==> config.mk <==
export PLATFORM = sky130hd
export DESIGN_NAME = vdp_blend_scheduler
export DESIGN_NICKNAME = d
export VERILOG_FILES = /design/src/rtl/vdp_blend_pkg.sv /design/src/rtl/vdp_blend_scheduler_layer_picker.sv /design/src/rtl/vdp_blend_scheduler.sv
export SDC_FILE = /design/constraint.sdc
export NUM_CORES = 1
export LEC_CHECK = 0
export BUFFER_PORTS_ARGS = -buffer_cell sky130_fd_sc_hd__clkbuf_2
export CELL_PAD_IN_SITES_DETAIL_PLACEMENT = 1
export CELL_PAD_IN_SITES_GLOBAL_PLACEMENT = 2
export CORE_ASPECT_RATIO = 0.9
export CORE_UTILIZATION = 35
export DETAILED_ROUTE_END_ITERATION = 10
export GPL_TIMING_DRIVEN = 1
export PLACE_DENSITY_LB_ADDON = 0.1
export SETUP_SLACK_MARGIN = 0.3
export SYNTH_ARGS = -nofsm -noshare
export SYNTH_HDL_FRONTEND = slang
export SYNTH_SLANG_ARGS = --single-unit
==> constraint.sdc <==
create_clock -name clk -period 6.8 [get_ports clk]
set_input_delay 0 -clock clk [delete_from_list [all_inputs] [get_ports clk]]
set_output_delay 0 -clock clk [all_outputs]
set_load 0.01 [all_outputs]
==> src/rtl/vdp_blend_pkg.sv <==
// Shared definitions for the VDP blend scheduler slice.
//
// Contents:
//   state_t             scheduler FSM encoding (IDLE / ISSUE / WAIT / DONE)
//   ALPHA_OPAQUE        alpha nibble stamped on every composited result
//   ARGB field layout   widths and offsets of the ARGB4444 colour word
//   argb_alpha/argb_rgb slice helpers, make_opaque builds {F, rgb12}
package vdp_blend_pkg;

    typedef enum logic [1:0] {
        ST_IDLE  = 2'd0,
        ST_ISSUE = 2'd1,
        ST_WAIT  = 2'd2,
        ST_DONE  = 2'd3
    } state_t;

    localparam int ARGB_W    = 16;
    localparam int ALPHA_W   = 4;
    localparam int RGB_W     = 12;
    localparam int ALPHA_LSB = 12;
    localparam int RGB_LSB   = 0;

    localparam logic [ALPHA_W-1:0] ALPHA_OPAQUE = 4'hF;

    function automatic logic [ALPHA_W-1:0] argb_alpha(input logic [ARGB_W-1:0] c);
        return c[ALPHA_LSB +: ALPHA_W];
    endfunction

    function automatic logic [RGB_W-1:0] argb_rgb(input logic [ARGB_W-1:0] c);
        return c[RGB_LSB +: RGB_W];
    endfunction

    function automatic logic [ARGB_W-1:0] make_opaque(input logic [RGB_W-1:0] rgb);
        return {ALPHA_OPAQUE, rgb};
    endfunction

endpackage

==> src/rtl/vdp_blend_scheduler_layer_picker.sv <==
// vdp_blend_layer_picker: combinational priority search for the next layer
// that needs a blender pass (enabled and alpha non-zero), lowest index first,
// considering only indices >= start.
//
// Ports:
//   enables   per-layer enable bits
//   alphas    per-layer alpha nibbles, layer i at [4*i+3:4*i]
//   start     first index eligible for selection (may equal LAYERS: none)
//   next_idx  selected layer index (0 when nothing found)
//   found     a qualifying layer exists at or above start
module vdp_blend_layer_picker
    import vdp_blend_pkg::*;
#(
    parameter int LAYERS = 4,
    parameter int IDX_W  = $clog2(LAYERS + 1)
) (
    input  logic [LAYERS-1:0]         enables,
    input  logic [ALPHA_W*LAYERS-1:0] alphas,
    input  logic [IDX_W-1:0]          start,
    output logic [IDX_W-1:0]          next_idx,
    output logic                      found
);

    // Scan downwards so the lowest qualifying index is the last one written.
    always_comb begin
        next_idx = '0;
        found    = 1'b0;
        for (int i = LAYERS - 1; i >= 0; i--) begin
            if ((IDX_W'(i) >= start) && enables[i] &&
                (alphas[ALPHA_W*i +: ALPHA_W] != '0)) begin
                next_idx = IDX_W'(i);
                found    = 1'b1;
            end
        end
    end

endmodule

==> src/rtl/vdp_blend_scheduler.sv <==
// vdp_blend_scheduler: multi-pass compositing sequencer owning the shared
// fixed-latency alpha blender. Each accepted pixel stack is composited bottom
// (layer 0) to top, one blender pass per layer, each pass result becoming the
// opaque dest of the next pass. The final opaque colour is offered downstream.
//
// Build option: define BLEND_SKIP_TRANSPARENT_EN to skip layers that are
// disabled or fully transparent (alpha 0). Without it every layer gets a pass
// and latency is fixed at LAYERS*(BLEND_LATENCY+1)+1.
//
// Ports:
//   clk, reset_n                 clock, asynchronous active-low reset
//   in_valid / in_ready          stack handshake (in_ready high only in IDLE)
//   in_colors                    ARGB4444 per layer, layer i at [16*i+15:16*i]
//   in_enables                   per-layer enable
//   in_backdrop                  backdrop colour (alpha ignored)
//   blend_source_color           to blender, held for the whole pass
//   blend_source_layer_enabled   to blender, held for the whole pass
//   blend_dest_color             to blender, running accumulator
//   blend_output_color           from blender, [11:0] used
//   out_valid / out_ready        result handshake
//   out_color                    {4'hF, rgb12}
module vdp_blend_scheduler
    import vdp_blend_pkg::*;
#(
    parameter int LAYERS        = 4,
    parameter int BLEND_LATENCY = 6
) (
    input  logic                     clk,
    input  logic                     reset_n,
    input  logic                     in_valid,
    output logic                     in_ready,
    input  logic [ARGB_W*LAYERS-1:0] in_colors,
    input  logic [LAYERS-1:0]        in_enables,
    input  logic [ARGB_W-1:0]        in_backdrop,
    output logic [ARGB_W-1:0]        blend_source_color,
    output logic                     blend_source_layer_enabled,
    output logic [ARGB_W-1:0]        blend_dest_color,
    input  logic [ARGB_W-1:0]        blend_output_color,
    output logic                     out_valid,
    input  logic                     out_ready,
    output logic [ARGB_W-1:0]        out_color
);

    // Index is one bit wider than strictly needed so "idx+1" can express
    // "past the top layer" without wrapping.
    localparam int IDX_W = $clog2(LAYERS + 1);
    localparam int CNT_W = $clog2(BLEND_LATENCY + 1);

    state_t                   state;
    logic [ARGB_W*LAYERS-1:0] colors_q;
    logic [LAYERS-1:0]        en_q;
    logic [IDX_W-1:0]         idx;
    logic [CNT_W-1:0]         cnt;
    logic [ARGB_W-1:0]        acc;

    logic [IDX_W-1:0]         first_idx;
    logic                     first_found;
    logic [IDX_W-1:0]         next_idx;
    logic                     next_found;
    logic [ARGB_W-1:0]        backdrop_opaque;
    logic [ARGB_W-1:0]        pass_result;

    function automatic logic [ARGB_W-1:0] pick_color(input logic [ARGB_W*LAYERS-1:0] c,
                                                     input logic [IDX_W-1:0] i);
        logic [ARGB_W*LAYERS-1:0] s;
        s = c >> (ARGB_W * i);
        return s[ARGB_W-1:0];
    endfunction

    function automatic logic pick_en(input logic [LAYERS-1:0] e, input logic [IDX_W-1:0] i);
        logic [LAYERS-1:0] s;
        s = e >> i;
        return s[0];
    endfunction

    assign in_ready        = (state == ST_IDLE);
    assign backdrop_opaque = make_opaque(argb_rgb(in_backdrop));
    assign pass_result     = make_opaque(argb_rgb(blend_output_color));

`ifdef BLEND_SKIP_TRANSPARENT_EN
    logic [ALPHA_W*LAYERS-1:0] in_alphas;
    logic [ALPHA_W*LAYERS-1:0] q_alphas;

    for (genvar g = 0; g < LAYERS; g++) begin : g_alpha
        assign in_alphas[ALPHA_W*g +: ALPHA_W] = argb_alpha(in_colors[ARGB_W*g +: ARGB_W]);
        assign q_alphas[ALPHA_W*g +: ALPHA_W]  = argb_alpha(colors_q[ARGB_W*g +: ARGB_W]);
    end

    // First pass is chosen straight from the offered stack so the accept
    // cycle can already load the blender inputs.
    vdp_blend_layer_picker #(.LAYERS(LAYERS), .IDX_W(IDX_W)) u_first_pick (
        .enables  (in_enables),
        .alphas   (in_alphas),
        .start    ('0),
        .next_idx (first_idx),
        .found    (first_found)
    );

    vdp_blend_layer_picker #(.LAYERS(LAYERS), .IDX_W(IDX_W)) u_next_pick (
        .enables  (en_q),
        .alphas   (q_alphas),
        .start    (idx + 1'b1),
        .next_idx (next_idx),
        .found    (next_found)
    );
`else
    assign first_idx   = '0;
    assign first_found = 1'b1;
    assign next_idx    = idx + 1'b1;
    assign next_found  = (idx != IDX_W'(LAYERS - 1));
`endif

    // Stack storage is plain data, captured on accept.
    always_ff @(posedge clk) begin
        if (in_valid && in_ready) begin
            colors_q <= in_colors;
            en_q     <= in_enables;
        end
    end

    always_ff @(posedge clk or negedge reset_n) begin
        if (!reset_n) begin
            state                      <= ST_IDLE;
            idx                        <= '0;
            cnt                        <= '0;
            acc                        <= '0;
            out_valid                  <= 1'b0;
            out_color                  <= '0;
            blend_source_color         <= '0;
            blend_source_layer_enabled <= 1'b0;
            blend_dest_color           <= '0;
        end else begin
            case (state)
                ST_IDLE: begin
                    if (in_valid) begin
                        acc <= backdrop_opaque;
                        idx <= first_idx;
                        if (first_found) begin
                            // Blender inputs are registered here so they are
                            // stable for the whole ISSUE+WAIT window.
                            blend_source_color         <= pick_color(in_colors, first_idx);
                            blend_source_layer_enabled <= pick_en(in_enables, first_idx);
                            blend_dest_color           <= backdrop_opaque;
                            state                      <= ST_ISSUE;
                        end else begin
                            out_color <= backdrop_opaque;
                            out_valid <= 1'b1;
                            state     <= ST_DONE;
                        end
                    end
                end
                ST_ISSUE: begin
                    cnt   <= CNT_W'(BLEND_LATENCY - 1);
                    state <= ST_WAIT;
                end
                ST_WAIT: begin
                    if (cnt == '0) begin
                        // Capture lands on ISSUE cycle + BLEND_LATENCY.
                        acc <= pass_result;
                        if (next_found) begin
                            idx                        <= next_idx;
                            blend_source_color         <= pick_color(colors_q, next_idx);
                            blend_source_layer_enabled <= pick_en(en_q, next_idx);
                            blend_dest_color           <= pass_result;
                            state                      <= ST_ISSUE;
                        end else begin
                            out_color <= pass_result;
                            out_valid <= 1'b1;
                            state     <= ST_DONE;
                        end
                    end else begin
                        cnt <= cnt - 1'b1;
                    end
                end
                ST_DONE: begin
                    if (out_ready) begin
                        out_valid <= 1'b0;
                        state     <= ST_IDLE;
                    end
                end
                default: state <= ST_IDLE;
            endcase
        end
    end

endmodule

==> results.ini, run 1 <==
[status]
status=complete, no violations

[timing]
rsz0062_at_grt=false
max_freq_ghz=0.388
fin_crit_sh_pct=37.9
finalCriticalPeriod_ns=2.58
setup-violations-final=0
clock-skew-final_ns=0.00977
maxSlewHeadroom_pct=26.6
slew_violations=0
worst_pin_slew_ns=1.09
setup-tns-final_ns=0
hold_viol=0

[synth]
synth-seq-cells=120
syn_nets=426
yosysTopAreaCell=edfxtp_1
synth_cells=318
netlist-cell-type-count=38
synth_top_area_share_pct=40.5
synth.avg_cell_area_sq_um=15.8
synth.yosys.seq_area_share_pct=66.4
synth_area_sq_um=5040
synth.area.top_cells=edfxtp_1, dfrtp_1, mux2i_1
ys_warn_count=0

[worst_setup_path]
r2r_end=blend_source_layer_enabled$_DFFE_PN0P_
cp-start-kind=flop
path_buf_inv=0
crit_top_cell=ha_1
setup.worst_path.end=blend_source_layer_enabled$_DFFE_PN0P_
worstPathCellList=ha_1 > ha_1 > nand4bb_1 > o22ai_1 > o32a_1
path_max_fanout=17
worstSetupPathType=reg2reg
required_ns=7.15
crit_slowest_cell=nand4bb_1
critPathTopFamily=simple AND/OR/NAND/NOR gates
cp-end-kind=flop
slowest_delay_ns=0.87
startpoint=idx[0]$_DFFE_PN0P_
r2r_cells=5
reg2reg_from=idx[0]$_DFFE_PN0P_
arrival_ns=2.92
r2r_setup_slack_ns=4.22
crit_cells=5

[pwr]
ir_drop_uv=220
power.density_nw_per_um2=393
leakagePower_nw=3.12
power_mw=2.91

[min_path]
hp-class=in2reg

[clock_tree]
cts_max_path_buffers=2
cts-root-buf=clkbuf_16
htree_levels=4
cts_setup_buffers=0
cts_resized=0
cts.sinks=120
cts_tree=done
clk_pin_slew_worst_paths_ns=0.05
cts_inserted_buffers=17
hold_buffers=94
insertion_delay_ns=0.42

[final_layout]
diodes=0
drive_above_1_share_pct=38.2
flow.area_growth_from_synthesis_pct=47.1
fin_nets=663

[floorplanning]
num_rows=41
die_w_um=128
start_util_pct=35.8
die_area_sq_um=14900
ioPinCount=155
core_area_sq_um=14100
die-height_um=116

[routing]
met2_length_um=6750
vias_per_cell=4.76
vias=3620
drc_errors=0
highest_layer=met4
firstDrtPassIters=4
post_drt_wl_per_cell_um=17.6
dr_wl_met3_um=710
drt_iter0_drc=170
drtAntennaViolNets=0
routed_wl_um=13400
wl_met1_um=5820

[placement]
gp_congestion=0.684
hpwl_um=7600
numPortBuffers=146

[global_route]
grt_start_max_net_pins=53
grt_pass1_vias=3973
antenna_found_initial=0
grt_first_pass_wirelength_um=21300
overflow=0
groute.usage.overall_pct=19.6

[flow_run]
maxCapViolations=0

## power breakdown
part	internal (mW)	switching [mW]	total, mW
clock	0.607	0.314	0.921
sequential	1.00	0.105	1.11
combinational	0.417	0.467	0.884
## area by class of cell
cell class,count,area [sq um]
fillers,1476,6640
flip-flops and latches,120,3340
repair buffers,245,1710
multi-input cells,165,1500
clock buffers,21,440
well taps,193,241
clock inverters,11,155
inverters,6,22.5
## worst register-to-register path, stage by stage (launching register included)
cell and delay, ns:
dfrtp_2 0.40, ha_1 0.20, ha_1 0.33, nand4bb_1 0.87
o22ai_1 0.51, o32a_1 0.21
## cells in the final DEF, fill, tap and decap left out, drive strengths merged, types with 2 or more instances in the layout
| master | Yosys | routed |
|---|---|---|
| nand3 | 4 | 4 |
| dfrtp | 52 | 52 |
| nand2b | 3 | 3 |
| nor2 | 3 | 3 |
| a21o | 17 | 17 |
| dlygate4sd3 | 0 | 94 |
| nor2b | 2 | 2 |
| o21ai | 3 | 3 |
| clkbuf | 3 | 167 |
| bufinv | 0 | 4 |
| o21ba | 2 | 2 |
| mux2i | 35 | 35 |
| inv | 6 | 6 |
| o31ai | 2 | 2 |
| ha | 4 | 4 |
| o22ai | 19 | 19 |
| nand2 | 7 | 7 |
| buf | 24 | 5 |
| clkinv | 0 | 6 |
| edfxtp | 68 | 68 |
| o32a | 17 | 17 |
| mux2 | 36 | 36 |
## how the worst min path moves through the flow
stage	start	endpoint	slack [ns]	depth (start not counted)
finish	in_valid	state[0]$_DFFE_PN0P_	0.07	4
global route	in_valid	state[0]$_DFFE_PN0P_	0.10	4
CTS	in_valid	state[0]$_DFFE_PN0P_	0.06	4
detailed placement	in_colors[43]	colors_q[43]$_DFFE_PP_	0.18	1
global placement	in_colors[24]	colors_q[24]$_DFFE_PP_	0.18	1
floorplan	reset_n	blend_dest_color[0]$_DFFE_PN0P_	-0.30	0
## metal layers
layer  global-route usage, %  up-vias
li1                        -     1693
met1                    24.0     1806
met2                    33.2      108
met3                    5.82       13
met4                    6.35        0
met5                       0        -
## sequential cells by signal, summed over array words and instances (netlist names), 2 cells and up
register and flops:
colors_q 64, blend_source_color 16, blend_dest_color 13, out_color 13
en_q 4, cnt 3, idx 3, state 2
## cell families (layout without fill, tap and decap cells)
logic type | count (synthesis) | in the layout | synth area share (%)
flops | 120 | 120 | 66.4
mux | 71 | 71 | 15.7
compound gates | 64 | 64 | 9.86
buf+inv | 33 | 283 | 3.90
simple gates | 26 | 26 | 3.23
fa+ha+maj | 4 | 4 | 0.993
## cells in the mapped netlist (all sizes together)
cell	instances
and4bb	1
nand2	7
clkbuf	3
o21ai	3
o31ai	2
a22oi	1
buf	24
a21oi	1
o32a	17
inv	6
nand3	4
or2	1
nand4b	1
ha	4
and2b	1
nor2	3
nand2b	3
nor2b	2
a22o	1
nor3b	1
o22ai	19
a21o	17
dfrtp	52
nand4bb	1
and2	1
a32oi	1
o21ba	2
mux2i	35
mux2	36
edfxtp	68
## through the flow
stage	instance area [sq um]	cells	utilization, %	setup slack [ns]	hold slack (ns)
detailed placement	5880	635	41.8	4.20	0.179
global route	7410	761	52.7	4.09	0.100
floorplan	5040	318	-	3.74	-0.296
CTS	7410	761	52.7	4.18	0.0611
global placement	5880	635	41.8	4.24	0.177
finish	7410	761	52.7	4.22	0.0737
Power figures use the tool's default switching activity.
==> inputs of run 2 (changes only) <==
- CORE_UTILIZATION: 35 -> 31
- clock period: 6.8 -> 2.3 ns (I/O delays scaled with it)
==> run 2 against run 1 <==
Against the previous run:
- first-iteration DRC count decreased by 20%
- via count unchanged
- cell count increased by 2.4%
- sequential share of layout area decreased by 0.90 points
- largest power group unchanged
- die area increased by 13%
- global-route usage decreased by 2.2 points
- core utilization decreased by 4.4 points
- fmax increased by 32%
- wire length increased by 1.1%
- critical path type unchanged
- largest cell class unchanged
- highest routed layer unchanged
==> results.ini, run 2 (synthesis results as in run 1) <==
[pwr]
pwr-share-seq_pct=38.1
p_comb_share_pct=33.3
clkPwrFrac_pct=28.6
internal-power_mw=5.89
p_sw_share_pct=31.3
leakagePower_nw=3.18
p_switching_mw=2.69
ir_drop_uv=594
power.density_nw_per_um2=1130

[clock_tree]
cts-root-buf=clkbuf_16
htree_levels=4
clk_pin_slew_worst_paths_ns=0.06
cts_inserted_buffers=17
insertion_delay_ns=0.42
cts_tree=done
cts.sinks=120
cts_max_path_buffers=2

[timing]
max_freq_ghz=0.511
finalCriticalPeriod_ns=1.96
hold_viol=0
clock-skew-final_ns=0.00769
hold_slack_ns=0.114
setup-violations-final=0
maxSlewHeadroom_pct=47.6
worst_pin_slew_ns=0.787
fin_crit_sh_pct=85.1
setup-tns-final_ns=0
rsz0062_at_grt=false
slew_violations=0

[placement]
gp_congestion=0.702
numPortBuffers=146
dp_cells=653
hpwl_um=8360

[final_layout]
final_common_cell=clkbuf_2
stdcell_count=779
fillCellCount=1602
regMostFlops=colors_q
largest_register_ffs=64
diodes=0
top_regs=colors_q: 64 flops, blend_source_color: 16 flops
layout.cells.most_common_list=clkbuf_2, dlygate4sd3_1, edfxtp_1
final_util_pct=48.3
flow.area_growth_from_synthesis_pct=50.1
drive_above_1_share_pct=40.4
fin_nets=673

[routing]
routed_wl_um=13600
firstDrtPassIters=4
drtAntennaViolNets=0
vias_per_cell=4.65
post_drt_wl_per_cell_um=17.4
drc_errors=0
vias=3620
drt_iter0_drc=136

[worst_setup_path]
path_max_fanout=7
cp-start-kind=flop
worstSetupPathType=reg2reg
required_ns=2.60
cp-end-kind=flop
arrival_ns=2.26

[global_route]
antenna_found_initial=0
overflow=0
grt_start_max_net_pins=36
grt_pass1_vias=3991
groute.usage.overall_pct=17.4
grt_first_pass_wirelength_um=21200

[floorplanning]
die-height_um=123
start_util_pct=32.2
core_area_sq_um=15700
die_area_sq_um=16800
ioPinCount=155
die_w_um=136
num_rows=43

[flow_run]
maxCapViolations=0

[status]
status=complete, no violations

[min_path]
hp-class=in2reg

-- run 2: cell types whose count changed in the layout (fill, tap and decap cells not counted), sizes merged --
cell      delta
buf          +9
bufinv       -3
clkinvlp     +1
clkbuf       +2
-- run 2: metrics by stage --
| stage | power (mW) | worst slack, ns | instance area (sq um) |
|---|---|---|---|
| after floorplan | 4.98 | 0.323 | 5040 |
| after global placement | 5.92 | 0.282 | 6020 |
| after detailed placement | 5.99 | 0.259 | 6020 |
| after CTS | 8.64 | 0.286 | 7510 |
| after global routing | 9.07 | 0.294 | 7560 |
| final | 8.58 | 0.343 | 7560 |
-- run 2: per-layer routing --
metal | vias to the layer above | wire (um) | track usage [%]
met4 | 0 | 195 | 7.64
met3 | 13 | 611 | 4.96
met5 | - | 0 | 0
met2 | 99 | 6690 | 28.2
li1 | 1714 | - | -
met1 | 1794 | 6050 | 21.6
-- run 2: power by group through the flow --
stage | clock network, mW | logic [mW] | registers [mW]
after floorplan | 0 | 1.63 | 3.35
after global placement | 0 | 2.64 | 3.28
after detailed placement | 0 | 2.69 | 3.30
after CTS | 2.52 | 2.84 | 3.27
after global routing | 2.62 | 3.12 | 3.33
final | 2.46 | 2.86 | 3.27
-- run 2: layout make-up --
class                   count  area, sq um  area share [%]
flip-flops and latches    120         3340            44.2
repair buffers            255         1870            24.7
multi-input cells         165         1540            20.3
clock buffers              22          464            6.14
well taps                 202          253            3.34
clock inverters             9         76.3            1.01
inverters                   6         22.5           0.298
-- run 2: final timing paths --
check / start / endpoint / slack, ns / depth (start not counted)
min: in_valid / colors_q[13]$_DFFE_PP_ / 0.11 / 2
max: idx[0]$_DFFE_PN0P_ / blend_dest_color[2]$_DFFE_PN0P_ / 0.34 / 6
max in group asynchronous: reset_n / blend_dest_color[6]$_DFFE_PN0P_ / 1.48 / 3
min in group asynchronous: reset_n / out_color[8]$_DFFE_PN0P_ / 0.20 / 2
max reg2reg: idx[0]$_DFFE_PN0P_ / blend_dest_color[2]$_DFFE_PN0P_ / 0.34 / 6
min reg2reg: blend_source_color[14]$_DFFE_PN0P_ / blend_source_color[14]$_DFFE_PN0P_ / 0.50 / 1
-- run 2: worst max-delay path, stage by stage, from the launching register on --
cell and delay [ns]:
dfrtp_2 0.40, ha_2 0.20, ha_4 0.18, and4bb_2 0.35
o21ba_4 0.22, buf_12 0.15, mux2_2 0.33
-- run 2: timing repair --
| action | 4_1_cts | 5_1_grt |
|---|---|---|
| gates resized for setup | 1 | 7 |
| setup endpoints to repair | 12 | 21 |
| cloned | 0 | 1 |
| endpoints found under the hold margin | 139 | 0 |
| pin swaps | 0 | 1 |
| hold buffers | 94 | 0 |
| buffers inserted | 0 | 0 |
